File: src/rtl/mem_access.sv
// MEM stage: RISC-V loads/stores as little-endian byte transactions on a byte port.
// Define MEM_ACCESS_FAST_DONE_EN to finish in the final-ack cycle instead of DONE.
module mem_access #(
  parameter int ADDR_W     = 32,
  parameter int DATA_W     = 32,
  parameter int REG_ADDR_W = 5
) (
  input  logic                  clk,
  input  logic                  rst,
  input  logic                  rdy,
  input  logic [REG_ADDR_W-1:0] mem_wd_i,
  input  logic                  mem_wreg_i,
  input  logic [DATA_W-1:0]     mem_wdata_i,
  input  logic                  mem_ld_i,
  input  logic                  mem_st_i,
  input  logic [2:0]            mem_funct3_i,
  input  logic [ADDR_W-1:0]     mem_addr_i,
  input  logic [DATA_W-1:0]     mem_sdata_i,
  output logic                  mc_req,
  output logic                  mc_we,
  output logic [ADDR_W-1:0]     mc_addr,
  output logic [7:0]            mc_wdata,
  input  logic [7:0]            mc_rdata,
  input  logic                  mc_ack,
  output logic [REG_ADDR_W-1:0] mem_wd,
  output logic                  mem_wreg,
  output logic [DATA_W-1:0]     mem_wdata,
  output logic                  stall_req
);

  typedef enum logic [1:0] {IDLE, ACCESS, DONE} state_t;

  state_t                state;
  logic [1:0]            cnt;
  logic [REG_ADDR_W-1:0] wd_q;
  logic                  wreg_q;
  logic                  ld_q;
  logic                  st_q;
  logic [2:0]            f3_q;
  logic [ADDR_W-1:0]     addr_q;
  logic [DATA_W-1:0]     sdata_q;
  logic [DATA_W-1:0]     rbuf;
  logic [DATA_W-1:0]     res_buf;
  logic [1:0]            last;
  logic                  fin;

  function automatic logic [DATA_W-1:0] ext(
    input logic [2:0]        f3,
    input logic [DATA_W-1:0] b
  );
    case (f3)
      3'b000:  ext = {{24{b[7]}}, b[7:0]};
      3'b001:  ext = {{16{b[15]}}, b[15:0]};
      3'b100:  ext = {24'b0, b[7:0]};
      3'b101:  ext = {16'b0, b[15:0]};
      default: ext = b;
    endcase
  endfunction

  assign last = (f3_q[1:0] == 2'b00) ? 2'd0 :
                (f3_q[1:0] == 2'b01) ? 2'd1 : 2'd3;
  assign fin  = rdy && mc_ack && (cnt == last);

`ifdef MEM_ACCESS_FAST_DONE_EN
  // final byte is not in rbuf yet; splice it in from the port
  always_comb begin
    res_buf = rbuf;
    res_buf[{cnt, 3'b000} +: 8] = mc_rdata;
  end
`else
  assign res_buf = rbuf;
`endif

  always_comb begin
    mc_req    = 1'b0;
    mc_we     = 1'b0;
    mc_addr   = '0;
    mc_wdata  = '0;
    mem_wd    = '0;
    mem_wreg  = 1'b0;
    mem_wdata = '0;
    stall_req = 1'b0;
    if (rst) begin
      unique case (state)
        IDLE: begin
          if (mem_ld_i || mem_st_i) begin
            stall_req = 1'b1;
          end else begin
            mem_wd    = mem_wd_i;
            mem_wreg  = mem_wreg_i;
            mem_wdata = mem_wdata_i;
          end
        end
        ACCESS: begin
          mc_req    = rdy;
          mc_we     = st_q;
          mc_addr   = addr_q + ADDR_W'(cnt);
          mc_wdata  = sdata_q[{cnt, 3'b000} +: 8];
          stall_req = 1'b1;
`ifdef MEM_ACCESS_FAST_DONE_EN
          if (fin) begin
            stall_req = 1'b0;
            mem_wd    = wd_q;
            mem_wreg  = wreg_q;
            mem_wdata = ld_q ? ext(f3_q, res_buf) : '0;
          end
`endif
        end
        DONE: begin
          mem_wd    = wd_q;
          mem_wreg  = wreg_q;
          mem_wdata = ld_q ? ext(f3_q, res_buf) : '0;
        end
        default: ;
      endcase
    end
  end

  always_ff @(posedge clk or negedge rst) begin
    if (!rst) begin
      state   <= IDLE;
      cnt     <= '0;
      wd_q    <= '0;
      wreg_q  <= 1'b0;
      ld_q    <= 1'b0;
      st_q    <= 1'b0;
      f3_q    <= '0;
      addr_q  <= '0;
      sdata_q <= '0;
      rbuf    <= '0;
    end else if (rdy) begin
      unique case (state)
        IDLE: begin
          if (mem_ld_i || mem_st_i) begin
            wd_q    <= mem_wd_i;
            wreg_q  <= mem_ld_i ? mem_wreg_i : 1'b0;
            ld_q    <= mem_ld_i;
            st_q    <= mem_st_i & ~mem_ld_i;
            f3_q    <= mem_funct3_i;
            addr_q  <= mem_addr_i;
            sdata_q <= mem_sdata_i;
            rbuf    <= '0;
            cnt     <= '0;
            state   <= ACCESS;
          end
        end
        ACCESS: begin
          if (mc_ack) begin
            if (ld_q) rbuf[{cnt, 3'b000} +: 8] <= mc_rdata;
            if (fin) begin
              cnt <= '0;
`ifdef MEM_ACCESS_FAST_DONE_EN
              state <= IDLE;
`else
              state <= DONE;
`endif
            end else begin
              cnt <= cnt + 2'd1;
            end
          end
        end
        DONE: state <= IDLE;
        default: state <= IDLE;
      endcase
    end
  end

endmodule

File: config.mk
export PLATFORM = sky130hd
export DESIGN_NAME = mem_access
export DESIGN_NICKNAME = d
export VERILOG_FILES = /design/src/rtl/mem_access.sv
export SDC_FILE = /design/constraint.sdc
export NUM_CORES = 1
export LEC_CHECK = 0
export ABC_CLOCK_PERIOD_IN_PS = 3100
export CORE_ASPECT_RATIO = 0.6
export CORE_MARGIN = 4
export CORE_UTILIZATION = 47
export CTS_CLUSTER_DIAMETER = 100
export DETAILED_ROUTE_END_ITERATION = 12
export HOLD_SLACK_MARGIN = 0.15
export PLACE_DENSITY = 0.83
export SLEW_MARGIN = 10
export SYNTH_ARGS = -nofsm -noshare
export SYNTH_HDL_FRONTEND = slang
export SYNTH_SLANG_ARGS = --single-unit
File: constraint.sdc
create_clock -name clk -period 3.1 [get_ports clk]
set_input_delay 0.93 -clock clk [delete_from_list [all_inputs] [get_ports clk]]
set_output_delay 0.93 -clock clk [all_outputs]
set_load 0.05 [all_outputs]
==> flow_summary.json, run 1 <==
{
  "grt_use_met3_pct": 8.06,
  "worstHoldPathType": "reg2reg",
  "cpPeakStageDelay_ns": 0.60,
  "p_total_uw": 6580,
  "p_leak_uw": 0.00423,
  "worstPathRequired_ns": 2.17,
  "diodes": 0,
  "ctsHoldBuffers": 0,
  "fin_nets": 974,
  "layoutNonFillerInstCount": 1023,
  "grt_max_degree": 61,
  "die_y_um": 98.2,
  "setup_viol": 56,
  "met1_usage_pct": 40.6,
  "timing.final.hold_violations": 0,
  "die_x_um": 158,
  "grt_usage_pct": 29.6,
  "top_usage_layer": "met2",
  "clock_skew_ns": 0.0185,
  "synth_edf_count": 0,
  "clk_pin_slew_worst_paths_ns": 0.09,
  "via_count": 6530,
  "drc": 0,
  "maxCapViolations": 0,
  "arrival_ns": 2.44,
  "slew_violations": 0,
  "syn_avg_cell_area_um2": 10.3,
  "netlist_area_um2": 6380,
  "synthToLayoutAreaGrowth_pct": 75.4,
  "synthMuxAreaShare_pct": 16.5,
  "synth-compound-area-share_pct": 14.1,
  "critical_path.slowest_cell": "dfrtp_1",
  "synth_top_family_by_area": "simple AND/OR/NAND/NOR gates",
  "syn_inst": 617,
  "wl_per_cell_um": 25.3,
  "grtUsageMet2_pct": 46.9,
  "dp_cells": 974,
  "first_iter_violations": 489,
  "ioPinCount": 200,
  "ys_seq_area_share_pct": 43.5,
  "rows": 32,
  "power.density_nw_per_um2": 588,
  "grt_pass1_vias": 6595,
  "yosys_warnings": 0,
  "rsz0062_at_grt": "true",
  "synthAdderAreaFrac_pct": 1.49,
  "cts_sinks": 111,
  "numCtsBuffers": 9,
  "max-slew-margin-rel_pct": 44.0,
  "fmax_mhz": 297,
  "vias_per_cell": 6.38,
  "hpwlAfterDp_mm": 15.3,
  "yosys.area_share.simple_pct": 17.9,
  "insertion_delay_ns": 0.35,
  "violations": "negative setup slack",
  "die_area_um2": 15600,
  "numPortBuffers": 199,
  "worst_pin_slew_ns": 0.840,
  "grt_pass1_wl_mm": 36.4,
  "cp-start-kind": "flop",
  "reg2reg_slack_ns": 0.45,
  "fin_crit_sh_pct": 109,
  "post-route-min-period_ns": 3.37,
  "h-tree-depth": 3,
  "place_congestion": 0.823,
  "cp-end-kind": "output port",
  "synth.net_count": 743,
  "synthXorXnorAreaFrac_pct": 1.51,
  "cts_root_buf": "clkbuf_16",
  "dr.pass1.iters": 5,
  "ir_drop_mv": 0.470,
  "finalWorstSetupSlack_ns": -0.270,
  "synth_flop_cell": "dfrtp_1",
  "antenna_found_initial": 0,
  "crit_type": "reg2out",
  "async_flop_share_pct": 100,
  "synth-seq-cells": 111,
  "status": "finished, violations left",
  "ant_nets": 0,
  "cts_tree": "done",
  "grt_remaining_overflow": 0,
  "cp_max_fo": 7,
  "core-area_um2": 13100,
  "yosysUniqueCellTypes": 59,
  "drive_gt1_share_pct": 47.1,
  "wirelength_mm": 25.8,
  "path_cells": "and4_1 -> nand3_1 -> nor4_4 -> mux2i_2 -> buf_12",
  "clock_tree.buffer_depth": 2,
  "initial_core_util_pct": 48.9,
  "filler_cell_count": 624
}
## cell usage after synthesis (2+ instances only)
cell | n | area (um2)
mux4_2 | 8 | 180
nor3_1 | 2 | 10.0
buf_4 | 9 | 67.6
a22oi_1 | 22 | 165
ha_1 | 6 | 75.1
or4_1 | 9 | 67.6
dfrtp_1 | 111 | 2780
nand4_1 | 11 | 68.8
and3_1 | 3 | 18.8
clkbuf_1 | 17 | 63.8
xor2_1 | 10 | 87.6
a22o_1 | 18 | 158
and2_1 | 14 | 87.6
o31ai_1 | 9 | 67.6
and4_1 | 8 | 70.1
nand2_1 | 46 | 173
mux2_2 | 65 | 732
a21oi_1 | 18 | 90.1
inv_1 | 24 | 90.1
o21ai_0 | 33 | 165
nor4_1 | 4 | 25.0
buf_1 | 3 | 11.3
nor2_1 | 51 | 191
buf_2 | 13 | 65.1
nand3_1 | 20 | 100
mux2_1 | 7 | 78.8
or3_1 | 12 | 75.1
mux2i_1 | 6 | 60.1
o21a_1 | 2 | 15.0
buf_6 | 2 | 22.5
nor4_4 | 2 | 42.5
a32oi_1 | 16 | 140
nand2b_1 | 10 | 62.6
## metal layers
| metal | part of all wire [%] | routed length, um |
|---|---|---|
| met4 | 3.7 | 959 |
| met2 | 48 | 12500 |
| met5 | 0 | 0 |
| met1 | 38 | 9700 |
| met3 | 10 | 2700 |
## placed cells by master (no fill, tap or decap), types with 19 or more instances in the layout
cell	instances
o21ai_0	30
nor2_2	39
clkdlybuf4s50_1	115
buf_4	39
mux2_2	65
inv_1	24
buf_12	91
nand2_1	46
dfrtp_1	101
a22oi_2	19
## worst paths after layout
check / start / end / cells after the start
max in group asynchronous: rst / f3_q[2]$_DFFE_PN0P_ / 3
setup / recovery: addr_q[24]$_DFFE_PN0P_ / mc_addr[30] / 5
hold reg to reg: sdata_q[0]$_DFFE_PN0P_ / sdata_q[0]$_DFFE_PN0P_ / 1
hold / removal: sdata_q[0]$_DFFE_PN0P_ / sdata_q[0]$_DFFE_PN0P_ / 1
setup reg to reg: cnt[1]$_DFFE_PN0P_ / rbuf[17]$_DFFE_PN0P_ / 9
min in group asynchronous: rst / addr_q[31]$_DFFE_PN0P_ / 2
## flip-flops by register name (all words and copies together) (netlist names)
register,cells
addr_q,32
rbuf,32
sdata_q,32
wd_q,5
f3_q,3
cnt,2
state,2
ld_q,1
st_q,1
wreg_q,1
## kinds of logic (layout without fill, tap and decap cells)
family | count (synthesis) | count (layout)
mux | 86 | 86
xor+xnor | 11 | 11
simple gates | 206 | 209
buf+inv | 68 | 301
compound gates | 128 | 128
fa+ha+maj | 7 | 7
flops | 111 | 111
## repair_timing
| item | CTS | global route |
|---|---|---|
| cloned | 9 | 2 |
| buffers inserted | 15 | 13 |
| pin swaps | 30 | 74 |
| gates resized for setup | 83 | 89 |
| setup endpoints to repair | 59 | 59 |
## where the power goes
group / switching [uW] / internal, uW
Clock: 639 / 595
Sequential: 441 / 1820
Combinational: 1620 / 1470
Total: 2700 / 3880
## final cells by class
class,instances,area [um2],area share (%)
multi-input combinational,441,4240,37.9
clock buffer,9,225,2.01
clock inverter,7,101,0.906
inverter,24,90.1,0.805
tap,170,213,1.90
sequential,111,2790,24.9
timing repair buffer,261,3530,31.5
## metrics by stage
| step | util (%) | hold slack [ns] | cell area [um2] | TNS [ns] | setup WS [ns] |
|---|---|---|---|---|---|
| floorplan | - | 0.453 | 6570 | -4.21 | -0.246 |
| global placement | 74.0 | 0.469 | 9660 | -10.06 | -0.279 |
| detailed placement | 74.0 | 0.487 | 9660 | -12.00 | -0.345 |
| CTS | 81.8 | 0.510 | 10700 | -2.35 | -0.109 |
| global route | 85.7 | 0.529 | 11200 | -6.24 | -0.322 |
| finish | 85.7 | 0.509 | 11200 | -4.14 | -0.270 |
## critical path: cells and delay by family, from the launching register on
family | cells | cell delay, ns
AND/OR/NAND/NOR | 3 | 0.96
buffers and inverters | 1 | 0.18
multiplexers | 1 | 0.35
flip-flops | 1 | 0.60
Power figures use the tool's default switching activity.
==> run 2, diff against run 1 <==
--- a/config.mk
+++ b/config.mk
@@ -6,7 +6,6 @@
 export NUM_CORES = 1
 export LEC_CHECK = 0
 export ABC_CLOCK_PERIOD_IN_PS = 3100
-export CORE_ASPECT_RATIO = 0.6
 export CORE_MARGIN = 4
 export CORE_UTILIZATION = 47
 export CTS_CLUSTER_DIAMETER = 100
==> run 2 against run 1 <==
Effect of this change:
- the run still ends with negative setup slack left
- count of clock-buffer cells in the layout rose by 1
- global-route usage fell by 2.6 points
- combinational power fell by 3%
- clock power barely moved
- die area fell by 0.39%
- setup slack improved by 0.11 ns
- core utilization fell by 3.3 points
- power fell by 1.8%
- non-clock buffer count fell by 2
- flip-flop and latch count did not move
- register-to-register slack improved by 0.29 ns
- critical endpoint is now mc_addr[29]
==> flow_summary.json, run 2 (synthesized netlist as in run 1, its figures left out) <==
{
  "numPortBuffers": 199,
  "crit_path_start": "cnt[1]$_DFFE_PN0P_",
  "diodes": 0,
  "dr.pass1.iters": 5,
  "fin_nets": 972,
  "holdWs_ns": 0.499,
  "ant_nets": 0,
  "cp-end-kind": "output port",
  "drive_gt1_share_pct": 44.2,
  "reg2reg_slack_ns": 0.74,
  "cp_top_family": "simple AND/OR/NAND/NOR gates",
  "drc": 0,
  "ctsHoldBuffers": 0,
  "critical_path.slowest_cell": "dfrtp_1",
  "min_to": "rbuf[21]$_DFFE_PN0P_",
  "post-route-min-period_ns": 3.26,
  "final_cell_mix": "clkdlybuf4s50_1, dfrtp_1, buf_12, mux2_2, nand2_1",
  "die_y_um": 125,
  "hpwlAfterDp_mm": 14.8,
  "grt_remaining_overflow": 0,
  "cts_root_buf": "clkbuf_16",
  "layout_commonest_cell": "clkdlybuf4s50_1",
  "status": "finished, violations left",
  "via_count": 6258,
  "grt_usage_pct": 27.0,
  "insertion_delay_ns": 0.34,
  "hold_path_startpoint": "rbuf[21]$_DFFE_PN0P_",
  "fin_crit_sh_pct": 105,
  "r2r_cells": 7,
  "tns_ns": -1.60,
  "maxCapViolations": 0,
  "max-slew-margin-rel_pct": 50.6,
  "reg_top3": "addr_q (32), rbuf (32), sdata_q (32)",
  "timing.rr.start": "cnt[0]$_DFFE_PN0P_",
  "finalWorstSetupSlack_ns": -0.159,
  "vias_per_cell": 6.09,
  "violations": "negative setup slack",
  "p_total_uw": 6470,
  "synthToLayoutAreaGrowth_pct": 71.1,
  "path_depth": 7,
  "setup_viol": 27,
  "path_cells": "ha_1 -> a21o_1 -> buf_6 -> and4_4 -> nand4_1 -> mux2i_2 -> buf_12",
  "reg2reg_to": "rbuf[18]$_DFFE_PN0P_",
  "clk_pin_slew_worst_paths_ns": 0.07,
  "rows": 42,
  "ir_drop_mv": 0.411,
  "grt_pass1_wl_mm": 34.4,
  "fmax_mhz": 307,
  "worstPathRequired_ns": 2.17,
  "clock_tree.buffer_depth": 2,
  "clock_skew_ns": 0.00631,
  "initial_core_util_pct": 48.2,
  "place_area_um2": 9750,
  "worstHoldPathType": "reg2reg",
  "h-tree-depth": 3,
  "grt_pass1_vias": 6483,
  "die_area_um2": 15500,
  "place_congestion": 0.866,
  "grt_max_degree": 59,
  "wirelength_mm": 23.5,
  "crit_type": "reg2out",
  "cts_tree": "done",
  "cp_max_fo": 4,
  "power.density_nw_per_um2": 592,
  "numCtsBuffers": 9,
  "cp-start-kind": "flop",
  "rsz0062_at_grt": "true",
  "arrival_ns": 2.33,
  "die_x_um": 125,
  "p_leak_uw": 0.00416,
  "core-area_um2": 13200,
  "cpPeakStageDelay_ns": 0.41,
  "cts_sinks": 111,
  "timing.final.hold_violations": 0,
  "wl_per_cell_um": 22.8,
  "crit_buf_inv": 2,
  "ioPinCount": 200,
  "slew_violations": 0,
  "first_iter_violations": 551,
  "min_path_cells": 1,
  "antenna_found_initial": 1,
  "final_cell_area_um2": 10900,
  "worst_pin_slew_ns": 0.741
}
## run 2: changes by cell type in the layout (fill, tap and decap cells not counted), sizes merged
cell	change
inv	-2
clkinv	-2
clkinvlp	+1
clkbuf	+4
bufinv	+2
buf	-5
## run 2: power breakdown
group | switching (uW) | internal (uW) | total, uW
sequential | 401 | 1820 | 2220
combinational | 1550 | 1440 | 2990
clock | 531 | 715 | 1250
## run 2: through the flow
step	setup WS (ns)	utilization (%)	instances
after CTS	-0.0791	79.4	1018
final	-0.159	82.4	1027
after global placement	-0.296	73.6	986
after global routing	-0.185	82.4	1027
after detailed placement	-0.385	73.6	986
after floorplan	-0.246	-	617
## run 2: final cells by class
cell class                 instances  area [um2]
tap                              176         220
sequential                       111        2790
fill                             697        2330
inverter                          24        90.1
clock inverter                     6        92.6
multi-input combinational        441        4030
timing repair buffer             259        3470
clock buffer                      10         229
## run 2: worst max path at each step
stage,to
finish,mc_addr[29]
global placement,mem_wdata[7]
CTS,mc_addr[13]
floorplan,mc_addr[17]
detailed placement,mem_wdata[22]
global route,mc_addr[21]
## run 2: layer usage
metal  GRT usage [%]  part of all wire (%)  vias to the layer above
li1                -                     -                     2727
met1            33.6                    38                     3099
met2            48.1                    52                      360
met3            6.52                   7.6                       72
met4            5.16                   2.8                        0
met5               0                     0                        -
## run 2: timing repair
action | 4_1_cts | 5_1_grt
cloned | 4 | 4
buffers inserted | 13 | 7
resized for setup | 76 | 57
pin swaps | 31 | 32
setup endpoints to repair | 57 | 56
